## src/rtl/dmem_arb_if.sv

```systemverilog
// Two-core data memory arbiter bundle: core request/return ports
// plus the shared single-read/single-write memory port.
interface dmem_arb_if;
    logic        ren_1;
    logic        ren_2;
    logic [15:1] raddr_1;
    logic [15:1] raddr_2;
    logic        wen_1;
    logic        wen_2;
    logic [15:1] waddr_1;
    logic [15:1] waddr_2;
    logic [15:0] wdata_1;
    logic [15:0] wdata_2;
    logic        stall_1;
    logic        stall_2;
    logic        rvalid_1;
    logic        rvalid_2;
    logic [15:0] rdata_1;
    logic [15:0] rdata_2;
    logic [15:1] m_raddr;
    logic [15:0] m_rdata;
    logic        m_wen;
    logic [15:1] m_waddr;
    logic [15:0] m_wdata;

    modport slave (
        input  ren_1, ren_2, raddr_1, raddr_2,
        input  wen_1, wen_2, waddr_1, waddr_2,
        input  wdata_1, wdata_2, m_rdata,
        output stall_1, stall_2, rvalid_1, rvalid_2,
        output rdata_1, rdata_2,
        output m_raddr, m_wen, m_waddr, m_wdata
    );

    modport master (
        output ren_1, ren_2, raddr_1, raddr_2,
        output wen_1, wen_2, waddr_1, waddr_2,
        output wdata_1, wdata_2, m_rdata,
        input  stall_1, stall_2, rvalid_1, rvalid_2,
        input  rdata_1, rdata_2,
        input  m_raddr, m_wen, m_waddr, m_wdata
    );
endinterface

```

## src/rtl/dmem_arb.sv

```systemverilog
// Two-core data memory arbiter with round-robin conflict resolution.
// Define DMEM_ARB_FWD_EN to forward same-cycle write data to a matching read.
module dmem_arb #(
    parameter int RD_LAT = 1
) (
    input logic       clk,
    input logic       reset,
    dmem_arb_if.slave bus
);
    localparam int LAST = RD_LAT - 1;

    // ptr_q = 0 means core 1 wins the next conflict
    logic              ptr_q, ptr_d;
    logic [RD_LAT-1:0] vld_q, vld_d;
    logic [RD_LAT-1:0] id_q, id_d;
    logic [15:0]       hold_1_q, hold_1_d;
    logic [15:0]       hold_2_q, hold_2_d;
    logic              conflict;
    logic              g_1, g_2;
    logic              rg_1, rg_2;
    logic              wg_1, wg_2;
    logic [15:0]       ret_data;
`ifdef DMEM_ARB_FWD_EN
    logic [RD_LAT-1:0] fwd_q, fwd_d;
    logic [15:0]       fdat_q [RD_LAT];
    logic [15:0]       fdat_d [RD_LAT];
`endif

    always_comb begin
        conflict    = (bus.ren_1 & bus.ren_2) |
                      (bus.wen_1 & bus.wen_2);
        bus.stall_1 = reset | (conflict & ptr_q);
        bus.stall_2 = reset | (conflict & ~ptr_q);
        g_1         = ~bus.stall_1;
        g_2         = ~bus.stall_2;
        rg_1        = g_1 & bus.ren_1;
        rg_2        = g_2 & bus.ren_2;
        wg_1        = g_1 & bus.wen_1;
        wg_2        = g_2 & bus.wen_2;
        ptr_d       = conflict ? ~ptr_q : ptr_q;
    end

    always_comb begin
        bus.m_raddr = '0;
        bus.m_wen   = wg_1 | wg_2;
        bus.m_waddr = '0;
        bus.m_wdata = '0;
        if (rg_1)
            bus.m_raddr = bus.raddr_1;
        else if (rg_2)
            bus.m_raddr = bus.raddr_2;
        if (wg_1) begin
            bus.m_waddr = bus.waddr_1;
            bus.m_wdata = bus.wdata_1;
        end else if (wg_2) begin
            bus.m_waddr = bus.waddr_2;
            bus.m_wdata = bus.wdata_2;
        end
    end

    // Tag pipe: one slot per cycle of memory read latency
    always_comb begin
        vld_d[0] = rg_1 | rg_2;
        id_d[0]  = rg_2;
        for (int i = 1; i < RD_LAT; i++) begin
            vld_d[i] = vld_q[i-1];
            id_d[i]  = id_q[i-1];
        end
`ifdef DMEM_ARB_FWD_EN
        fwd_d[0]  = (rg_1 | rg_2) & bus.m_wen &
                    (bus.m_raddr == bus.m_waddr);
        fdat_d[0] = bus.m_wdata;
        for (int i = 1; i < RD_LAT; i++) begin
            fwd_d[i]  = fwd_q[i-1];
            fdat_d[i] = fdat_q[i-1];
        end
`endif
    end

    always_comb begin
`ifdef DMEM_ARB_FWD_EN
        ret_data = fwd_q[LAST] ? fdat_q[LAST] : bus.m_rdata;
`else
        ret_data = bus.m_rdata;
`endif
        // Gate with reset so reads in flight at reset never return
        bus.rvalid_1 = ~reset & vld_q[LAST] & ~id_q[LAST];
        bus.rvalid_2 = ~reset & vld_q[LAST] & id_q[LAST];
        hold_1_d     = bus.rvalid_1 ? ret_data : hold_1_q;
        hold_2_d     = bus.rvalid_2 ? ret_data : hold_2_q;
        bus.rdata_1  = hold_1_d;
        bus.rdata_2  = hold_2_d;
    end

    always_ff @(posedge clk) begin
        if (reset) begin
            ptr_q    <= 1'b0;
            vld_q    <= '0;
            id_q     <= '0;
            hold_1_q <= '0;
            hold_2_q <= '0;
`ifdef DMEM_ARB_FWD_EN
            fwd_q    <= '0;
            for (int i = 0; i < RD_LAT; i++)
                fdat_q[i] <= '0;
`endif
        end else begin
            ptr_q    <= ptr_d;
            vld_q    <= vld_d;
            id_q     <= id_d;
            hold_1_q <= hold_1_d;
            hold_2_q <= hold_2_d;
`ifdef DMEM_ARB_FWD_EN
            fwd_q    <= fwd_d;
            for (int i = 0; i < RD_LAT; i++)
                fdat_q[i] <= fdat_d[i];
`endif
        end
    end
endmodule

```

## src/flat_wrapper.sv

```systemverilog
// flat-port wrapper written by rule: the top's interface ports become plain ports
module dmem_arb_flat 
#(
    parameter int RD_LAT = 1
)
  (clk, reset, bus_ren_1, bus_ren_2, bus_raddr_1, bus_raddr_2, bus_wen_1, bus_wen_2, bus_waddr_1, bus_waddr_2, bus_wdata_1, bus_wdata_2, bus_m_rdata, bus_stall_1, bus_stall_2, bus_rvalid_1, bus_rvalid_2, bus_rdata_1, bus_rdata_2, bus_m_raddr, bus_m_wen, bus_m_waddr, bus_m_wdata);
  dmem_arb_if bus_i ();
  input logic clk;
  input logic reset;
  input wire logic [$bits(bus_i.ren_1)-1:0] bus_ren_1;
  input wire logic [$bits(bus_i.ren_2)-1:0] bus_ren_2;
  input wire logic [$bits(bus_i.raddr_1)-1:0] bus_raddr_1;
  input wire logic [$bits(bus_i.raddr_2)-1:0] bus_raddr_2;
  input wire logic [$bits(bus_i.wen_1)-1:0] bus_wen_1;
  input wire logic [$bits(bus_i.wen_2)-1:0] bus_wen_2;
  input wire logic [$bits(bus_i.waddr_1)-1:0] bus_waddr_1;
  input wire logic [$bits(bus_i.waddr_2)-1:0] bus_waddr_2;
  input wire logic [$bits(bus_i.wdata_1)-1:0] bus_wdata_1;
  input wire logic [$bits(bus_i.wdata_2)-1:0] bus_wdata_2;
  input wire logic [$bits(bus_i.m_rdata)-1:0] bus_m_rdata;
  output wire logic [$bits(bus_i.stall_1)-1:0] bus_stall_1;
  output wire logic [$bits(bus_i.stall_2)-1:0] bus_stall_2;
  output wire logic [$bits(bus_i.rvalid_1)-1:0] bus_rvalid_1;
  output wire logic [$bits(bus_i.rvalid_2)-1:0] bus_rvalid_2;
  output wire logic [$bits(bus_i.rdata_1)-1:0] bus_rdata_1;
  output wire logic [$bits(bus_i.rdata_2)-1:0] bus_rdata_2;
  output wire logic [$bits(bus_i.m_raddr)-1:0] bus_m_raddr;
  output wire logic [$bits(bus_i.m_wen)-1:0] bus_m_wen;
  output wire logic [$bits(bus_i.m_waddr)-1:0] bus_m_waddr;
  output wire logic [$bits(bus_i.m_wdata)-1:0] bus_m_wdata;
  assign bus_i.ren_1 = bus_ren_1;
  assign bus_i.ren_2 = bus_ren_2;
  assign bus_i.raddr_1 = bus_raddr_1;
  assign bus_i.raddr_2 = bus_raddr_2;
  assign bus_i.wen_1 = bus_wen_1;
  assign bus_i.wen_2 = bus_wen_2;
  assign bus_i.waddr_1 = bus_waddr_1;
  assign bus_i.waddr_2 = bus_waddr_2;
  assign bus_i.wdata_1 = bus_wdata_1;
  assign bus_i.wdata_2 = bus_wdata_2;
  assign bus_i.m_rdata = bus_m_rdata;
  assign bus_stall_1 = bus_i.stall_1;
  assign bus_stall_2 = bus_i.stall_2;
  assign bus_rvalid_1 = bus_i.rvalid_1;
  assign bus_rvalid_2 = bus_i.rvalid_2;
  assign bus_rdata_1 = bus_i.rdata_1;
  assign bus_rdata_2 = bus_i.rdata_2;
  assign bus_m_raddr = bus_i.m_raddr;
  assign bus_m_wen = bus_i.m_wen;
  assign bus_m_waddr = bus_i.m_waddr;
  assign bus_m_wdata = bus_i.m_wdata;
  dmem_arb #(.RD_LAT(RD_LAT)) u_core (.clk(clk), .reset(reset), .bus(bus_i));
endmodule
```

## config.mk

```make
export PLATFORM = sky130hd
export DESIGN_NAME = dmem_arb_flat
export DESIGN_NICKNAME = d
export VERILOG_FILES = /design/src/rtl/dmem_arb_if.sv /design/src/rtl/dmem_arb.sv /design/src/flat_wrapper.sv
export SDC_FILE = /design/constraint.sdc
export NUM_CORES = 1
export LEC_CHECK = 0
export ABC_CLOCK_PERIOD_IN_PS = 1400
export BUFFER_PORTS_ARGS = -buffer_cell sky130_fd_sc_hd__buf_2
export CORE_ASPECT_RATIO = 1.1
export CORE_UTILIZATION = 32
export CTS_CLUSTER_DIAMETER = 30
export DETAILED_ROUTE_END_ITERATION = 8
export GPL_TIMING_DRIVEN = 0
export PLACE_DENSITY_LB_ADDON = 0.05
export SYNTH_ARGS = -nofsm -noshare
export SYNTH_HDL_FRONTEND = slang
export SYNTH_SLANG_ARGS = --single-unit
```

## constraint.sdc

```tcl
create_clock -name clk -period 1.4 [get_ports clk]
set_input_delay 0.07 -clock clk [delete_from_list [all_inputs] [get_ports clk]]
set_output_delay 0.07 -clock clk [all_outputs]
set_load 0.05 [all_outputs]
```

==> impl_results.md, run 1 <==
- Outcome: finished, violations left
- Violations in the final reports: setup timing
- Slowest-stage cell, CP: dfxtp_2
- Clock Latency Late Sink: 0.28 ns
- Combinational fraction of design power: 0.494
- # Max-Cap Violations: 0
- Part of the power in registers: 0.305
- Clk_skew: 0.004197 ns
- CP Class: flip-flop to primary output
- Syn Nets: 297
- Synthesized area: 1953 sq um
- Startpoint types: flip-flop
- ANT nets after route: 0
- Hold Crit Class: input pin to flip-flop
- Vias in the first global route: 2384
- GRT overflow: 0
- CTS H-tree depth: 2
- Share of layout cells above drive strength 1: 0.7206
- Worst Path Required: 1.33 ns
- Antenna diodes: 0
- Minimum clock period: 1.657 ns
- Share of the synthesized area in the top cell type: 0.3587
- Global Route Usage Sum: 0.2475
- Leak pwr: 0.002212 uW
- Die W: 76.49 um
- First-pass GRT wire length: 12330 um
- Top Family by Delay on Critical Path: buffers and inverters
- Final Non-Filler Cells: 485
- Die Height: 83.94 um
- Reg2reg end: u_core.hold_2_q[7]$_SDFF_PP0_
- Worst Tran Pin Value: 0.4509 ns
- DP HPWL: 5256 um
- Worst flop-to-flop path startpoint: u_core.vld_q$_SDFF_PP0_
- Avg WL per Cell: 16.77 um
- Netlist cell types: 27
- P_sw: 1322 uW
- CTS Buffer Depth: 2
- Die area: 6421 sq um
- Synth Register Bits: 35
- GPL Wtd Cong: 0.7536
- # rows: 29
- Final Slew Violations: 0
- PwrDens: 812.1 nW/um^2
- HP Start: reset
- Initial antenna violation count: 0
- Clk slew on worst S/H paths: 0.07 ns
- I/O pin total: 197
- PortBufs: 196
- Clock Tree Root: clkbuf_8
- Endpoints failing hold: 0
- Internal power: 2144 uW
- DRC viols: 0
- GR Layer Usage met1: 0.2940
- Crit path cell chain: nor3b_4 -> buf_6 -> buf_12 -> mux2_4 -> buf_6
- Yosys warning total: 0
- Area after DPL: 3052 sq um
- Met2 usage: 0.4406
- CP max FO: 10
- Avg Inst Size Synth: 10.67 sq um
- Total number of vias: 2368
- Worst setup margin: -0.2567 ns
- P&R area growth vs syn: 118.5%
- NumNets Final: 521
- Mapped Cells: 183
- Via/cell ratio: 4.882
- Post-route cell area: 4268 sq um
- Routed wire length: 8135 um
- Clk pwr share: 0.201
- Net Sw Frac: 0.3814
- Max_slew headroom: 0.6994
- Flop2flop setup slack: -0.04 ns
- Maximum vdd drop: 0.0005337 V
- DRT iter0 DRCs: 59
- Largest net degree at the start of global routing: 11
- TritonCTS buffer count: 5
- Dominant cell type by area after synthesis: dfxtp_1
- R2R depth: 6
- CTS tree: done
- Sink Count: 35
- CORE AREA: 5842 sq um
- CP max stage delay: 0.35 ns
- Initial Util: 0.3343
- Tcrit/Tclk final: 1.183
- RSZ-0062 raised after global routing: true
- Max frequency: 603.6 MHz
- Top post-synthesis cells by area: dfxtp_1 (36%), a22o_1 (21%), mux2_2 (12%)
- Cell count of the worst hold path: 2
- WP buf/inv: 3
- Crit path capture type: primary output
- Drt first pass iters: 4
- Busiest grt layer: met2
- Final Setup Violations: 81
- Hold EP: u_core.ptr_q$_SDFFE_PP0N_
- CP dominant cell by count: buf_6
- Inst Count DP: 456
- Met3 Use GR: 0.06557
- Register area share after synthesis: 0.3587
- Critical path data arrival time: 1.59 ns
power by group through the flow:
stage	logic (uW)	clock network, uW	registers (uW)
floorplan	889	0	1070
global placement	1250	0	1070
detailed placement	1250	0	1070
CTS	1660	716	1060
global route	1780	773	1060
finish	1710	697	1060
per-layer routing:
metal,up-vias,part of all wire
met4,0,0.0093
li1,1135,-
met1,1107,0.40
met3,8,0.073
met2,118,0.52
met5,-,0
cells by family after synthesis:
logic type                count (synthesis)  synth area share
buffers and inverters                    18           0.04997
DFF                                      35            0.3587
and+or+nand+nor                          40            0.1384
muxes                                    32            0.2018
xor gates and xnor gates                  1          0.004485
AOI/OAI and AO/OA                        57            0.2466
registers in the layout, summed over array words and instances, names as in the netlist:
name and flops:
u_core.vld_q 1, u_core.hold_2_q 16, u_core.ptr_q 1, u_core.hold_1_q 16, u_core.id_q 1
placed cells by master (no fill, tap or decap), types with 2 or more instances in the layout:
cell type and count:
nor2_1 2, dfxtp_2 2, inv_1 2, buf_2 115, clkbuf_1 4, buf_12 4
a22o_4 10, a21oi_1 3, buf_4 7, mux2_4 30, a22o_1 36, o211a_4 3
clkbuf_8 5, and2_1 31, buf_6 73, dfxtp_1 32, buf_8 29, mux2_2 2
cell usage after synthesis:
library cell	instances
a21boi_0	1
a21oi_1	3
a22o_1	46
a22oi_1	1
a311oi_1	1
and2_1	32
and4_1	1
buf_1	1
buf_12	1
buf_2	8
buf_4	1
clkbuf_1	4
dfxtp_1	35
inv_1	3
mux2_1	2
mux2_2	21
mux2_4	9
nand2_1	1
nand3_1	1
nand3b_4	1
nor2_1	2
nor3b_4	1
o211a_1	2
o211a_2	1
o21ai_0	2
or2_2	1
xnor2_1	1
worst max path at each step:
stage                         startpoint                        endpoint  slack (ns)  cells past startpoint
2_1_floorplan    u_core.vld_q$_SDFF_PP0_  u_core.hold_1_q[10]$_SDFF_PP0_       -0.20                      4
3_3_place_gp   u_core.ptr_q$_SDFFE_PP0N_                  bus_m_waddr[0]       -0.28                      6
3_5_place_dp   u_core.ptr_q$_SDFFE_PP0N_                  bus_m_waddr[0]       -0.29                      6
4_1_cts           u_core.id_q$_SDFF_PP0_                  bus_rdata_1[0]       -0.33                      4
5_1_grt           u_core.id_q$_SDFF_PP0_                  bus_rdata_1[9]       -0.33                      5
6_report          u_core.id_q$_SDFF_PP0_                  bus_rdata_1[9]       -0.26                      5
layout make-up:
class                           count  area (sq um)
Timing Repair Buffer              218          1852
Sequential cell                    35         706.9
Buffer                             14         151.4
Clock buffer                        7         76.32
Inverter                            3         13.76
Clock inverter                      1         5.005
Multi-Input combinational cell    130          1366
Fill cell                         430          1574
Tap cell                           77         96.34
through the flow:
| step | hold WS [ns] | TNS [ns] | worst slack (ns) | power (uW) | util |
|---|---|---|---|---|---|
| final | 0.03592 | -13.76 | -0.2567 | 3466 | 0.7306 |
| after floorplan | 0.1424 | -2.778 | -0.2021 | 1958 | - |
| after global routing | 0.05077 | -18.68 | -0.3273 | 3616 | 0.7306 |
| after detailed placement | 0.3435 | -10.78 | -0.2899 | 2321 | 0.5224 |
| after CTS | 0.03137 | -13.88 | -0.3289 | 3431 | 0.7083 |
| after global placement | 0.3326 | -10.51 | -0.2834 | 2318 | 0.5224 |
repair_timing:
item | 4_1_cts | 5_1_grt
hold endpoints to repair | 0 | 0
hold buffers | 0 | 0
gates resized for setup | 253 | 27
pin swaps | 29 | 14
gates cloned | 7 | 1
setup buffers | 11 | 3
setup endpoints to repair | 97 | 99
Power figures use the tool's default switching activity.
==> inputs of run 2 (changes only) <==
--- a/config.mk
+++ b/config.mk
@@ -13,5 +13,5 @@
 export DETAILED_ROUTE_END_ITERATION = 8
 export GPL_TIMING_DRIVEN = 0
-export PLACE_DENSITY_LB_ADDON = 0.05
+export PLACE_DENSITY = 0.76
 export SYNTH_ARGS = -nofsm -noshare
 export SYNTH_HDL_FRONTEND = slang
==> constraint.sdc (replaced) <==
create_clock -name clk -period 1.4 [get_ports clk]
set_input_delay 0.14 -clock clk [delete_from_list [all_inputs] [get_ports clk]]
set_output_delay 0.14 -clock clk [all_outputs]
set_load 0.05 [all_outputs]
==> run 2 against run 1 <==
  * The flow still finishes with violations (setup timing)
  * Power up 7.6%
  * Non-clock buffer count up 11
  * First-iteration DRC count up 150%
  * Cell count up 2.3%
  * Fmax down 8.0%
  * Sequential share of layout area down 1.6 points
  * Global-route usage up 3.5 points
  * Clock power up 0.9%
  * Die area unchanged
  * Utilization up 8.2 points
  * Critical path type unchanged
  * Highest routed layer unchanged
==> impl_results.md, run 2 (synthesis gave the netlist of run 1 again) <==
- Outcome: finished, violations left (unchanged)
- Violations in the final reports: setup timing (unchanged)
- DRC viols: 0 (unchanged)
- # rows: 29 (unchanged)
- Crit path capture type: primary output (unchanged)
- Minimum clock period: 1.800 ns (was 1.657 ns)
- Clock Latency Late Sink: 0.28 ns (about the same)
- Worst Tran Pin Value: 0.4961 ns (was 0.4509 ns)
- Endpoints failing hold: 0 (unchanged)
- Clk slew on worst S/H paths: 0.07 ns (about the same)
- PortBufs: 196 (unchanged)
- Largest net degree at the start of global routing: 11 (unchanged)
- Maximum vdd drop: 0.0004366 V (was 0.0005337 V)
- CTS tree: done (unchanged)
- Total number of vias: 2617 (was 2368)
- Vias in the first global route: 2668 (was 2384)
- P&R area growth vs syn: 142.9% (was 118.5%)
- WHS: 0.1447 ns (was 0.03592 ns)
- DRT iter0 DRCs: 145 (was 59)
- HP Start: reset (unchanged)
- Final Setup Violations: 101 (was 81)
- CP max FO: 5 (was 10)
- Part of the power in registers: 0.284 (was 0.305)
- Internal power: 2285 uW (was 2144 uW)
- Initial antenna violation count: 0 (unchanged)
- Overall power: 3730 uW (was 3466 uW)
- R2R depth: 6 (unchanged)
- Avg WL per Cell: 21.58 um (was 16.77 um)
- Tcrit/Tclk final: 1.286 (was 1.183)
- Net Sw Frac: 0.3873 (was 0.3814)
- Slowest-stage cell, CP: dfxtp_4 (was dfxtp_2)
- CP Class: flip-flop to primary output (unchanged)
- Cell count of the worst hold path: 2 (unchanged)
- Flop2flop setup slack: -0.18 ns (was -0.04 ns)
- Top Registers: u_core.hold_1_q (16), u_core.hold_2_q (16) (unchanged)
- Max frequency: 555.5 MHz (was 603.6 MHz)
- Hold EP: u_core.ptr_q$_SDFFE_PP0N_ (unchanged)
- Reg2reg end: u_core.hold_1_q[13]$_SDFF_PP0_ (was u_core.hold_2_q[7]$_SDFF_PP0_)
- Hold Crit Class: input pin to flip-flop (unchanged)
- # Max-Cap Violations: 0 (unchanged)
- Clock Tree Root: clkbuf_8 (unchanged)
- GRT overflow: 0 (unchanged)
- Worst Path Required: 1.26 ns (was 1.33 ns)
- PwrDens: 786.2 nW/um^2 (was 812.1 nW/um^2)
- CTS H-tree depth: 2 (unchanged)
- Critical path data arrival time: 1.66 ns (was 1.59 ns)
- Routed wire length: 10700 um (was 8135 um)
- Die Height: 83.94 um (unchanged)
- TritonCTS buffer count: 5 (unchanged)
- Antenna diodes: 0 (unchanged)
- Die W: 76.49 um (unchanged)
- GPL Wtd Cong: 0.7702 (was 0.7536)
- P_sw: 1445 uW (was 1322 uW)
- Initial Util: 0.3343 (unchanged)
- Drt first pass iters: 6 (was 4)
- CP max stage delay: 0.35 ns (about the same)
- Crit path cell chain: nor3b_4 -> buf_6 -> buf_12 -> mux2_4 -> buf_8 (was nor3b_4 -> buf_6 -> buf_12 -> mux2_4 -> buf_6)
- Leak pwr: 0.002453 uW (was 0.002212 uW)
- Clk_skew: 0.003438 ns (was 0.004197 ns)
- Max_slew headroom: 0.6693 (was 0.6994)
- NumNets Final: 532 (was 521)
- Via/cell ratio: 5.276 (was 4.882)
- Commonest non-fill, non-tap cell in the layout: buf_2 (unchanged)
- Share of layout cells above drive strength 1: 0.8282 (was 0.7206)
- DP HPWL: 5302 um (was 5256 um)
- Worst flop-to-flop path startpoint: u_core.id_q$_SDFF_PP0_ (was u_core.vld_q$_SDFF_PP0_)
- Startpoint types: flip-flop (unchanged)
- RSZ-0062 raised after global routing: true (unchanged)
- Global Route Usage Sum: 0.2826 (was 0.2475)
- CTS Buffer Depth: 2 (unchanged)
- Final Slew Violations: 0 (unchanged)
- Combinational fraction of design power: 0.527 (was 0.494)
- Die area: 6421 sq um (unchanged)
- Worst setup margin: -0.4001 ns (was -0.2567 ns)
- CORE AREA: 5842 sq um (unchanged)
- ANT nets after route: 0 (unchanged)
- Sink Count: 35 (unchanged)
- I/O pin total: 197 (unchanged)
- Most frequent cells in the layout: buf_2 (116), buf_8 (59), buf_6 (47), a22o_4 (33), dfxtp_1 (32) (was buf_2 (115), buf_6 (73), a22o_1 (36), dfxtp_1 (32), and2_1 (31))
- Clk pwr share: 0.189 (was 0.201)
- First-pass GRT wire length: 13930 um (was 12330 um)
==> run 2: worst max-delay path by stage <==
| stage | start | end | slack, ns |
|---|---|---|---|
| 3_5_place_dp | u_core.ptr_q$_SDFFE_PP0N_ | bus_m_waddr[1] | -0.38 |
| 5_1_grt | u_core.id_q$_SDFF_PP0_ | bus_rdata_1[14] | -0.45 |
| 4_1_cts | u_core.ptr_q$_SDFFE_PP0N_ | bus_m_waddr[0] | -0.37 |
| 6_report | u_core.id_q$_SDFF_PP0_ | bus_rdata_1[14] | -0.40 |
| 2_1_floorplan | u_core.vld_q$_SDFF_PP0_ | u_core.hold_1_q[10]$_SDFF_PP0_ | -0.20 |
| 3_3_place_gp | u_core.ptr_q$_SDFFE_PP0N_ | bus_m_waddr[1] | -0.34 |
==> run 2: repair_timing <==
action / in CTS / in global routing
pin swaps: 23 / 20
hold buffers: 0 / 0
cloned: 5 / 2
endpoints found under the setup margin: 99 / 101
resized for setup: 296 / 61
buffers inserted: 19 / 12
==> run 2: power by group through the flow <==
stage                     registers (uW)  clock network (uW)  logic, uW
after floorplan                     1070                   0        908
after global placement              1070                   0       1260
after detailed placement            1070                   0       1270
after CTS                           1050                 704       1790
after global routing                1060                 761       2020
final                               1060                 703       1970
==> run 2: final cells by class <==
class	instances	area [sq um]
Clock buffer	7	76.32
Inverter	3	16.27
Sequential cell	35	709.4
Buffer	14	153.9
Multi-Input combinational cell	130	1608
Fill cell	290	1097
Timing Repair Buffer	229	2079
Clock inverter	1	5.005
Tap cell	77	96.34
==> run 2: critical path, delay by kind of cell, from the launching register on <==
family | cells | cell delay [ns]
buffers and inverters | 3 | 0.44
DFF | 1 | 0.35
muxes | 1 | 0.33
and+or+nand+nor | 1 | 0.24
==> run 2: metrics by stage <==
step | cells | setup WS (ns) | setup TNS, ns | cell area [sq um] | utilization
CTS | 487 | -0.3674 | -22.07 | 4434 | 0.7590
floorplan | 183 | -0.2021 | -4.242 | 2019 | -
global placement | 456 | -0.3408 | -15.34 | 3097 | 0.5301
detailed placement | 456 | -0.3764 | -17.82 | 3097 | 0.5301
finish | 496 | -0.4001 | -25.40 | 4745 | 0.8122
global route | 496 | -0.4497 | -29.01 | 4745 | 0.8122
==> run 2: per-layer routing <==
layer / up-vias / GRT usage / part of all wire
met4: 0 / 0.04895 / 0.033
met1: 1248 / 0.3067 / 0.36
met3: 39 / 0.05464 / 0.073
met2: 178 / 0.5610 / 0.53
li1: 1152 / - / -
met5: - / 0 / 0
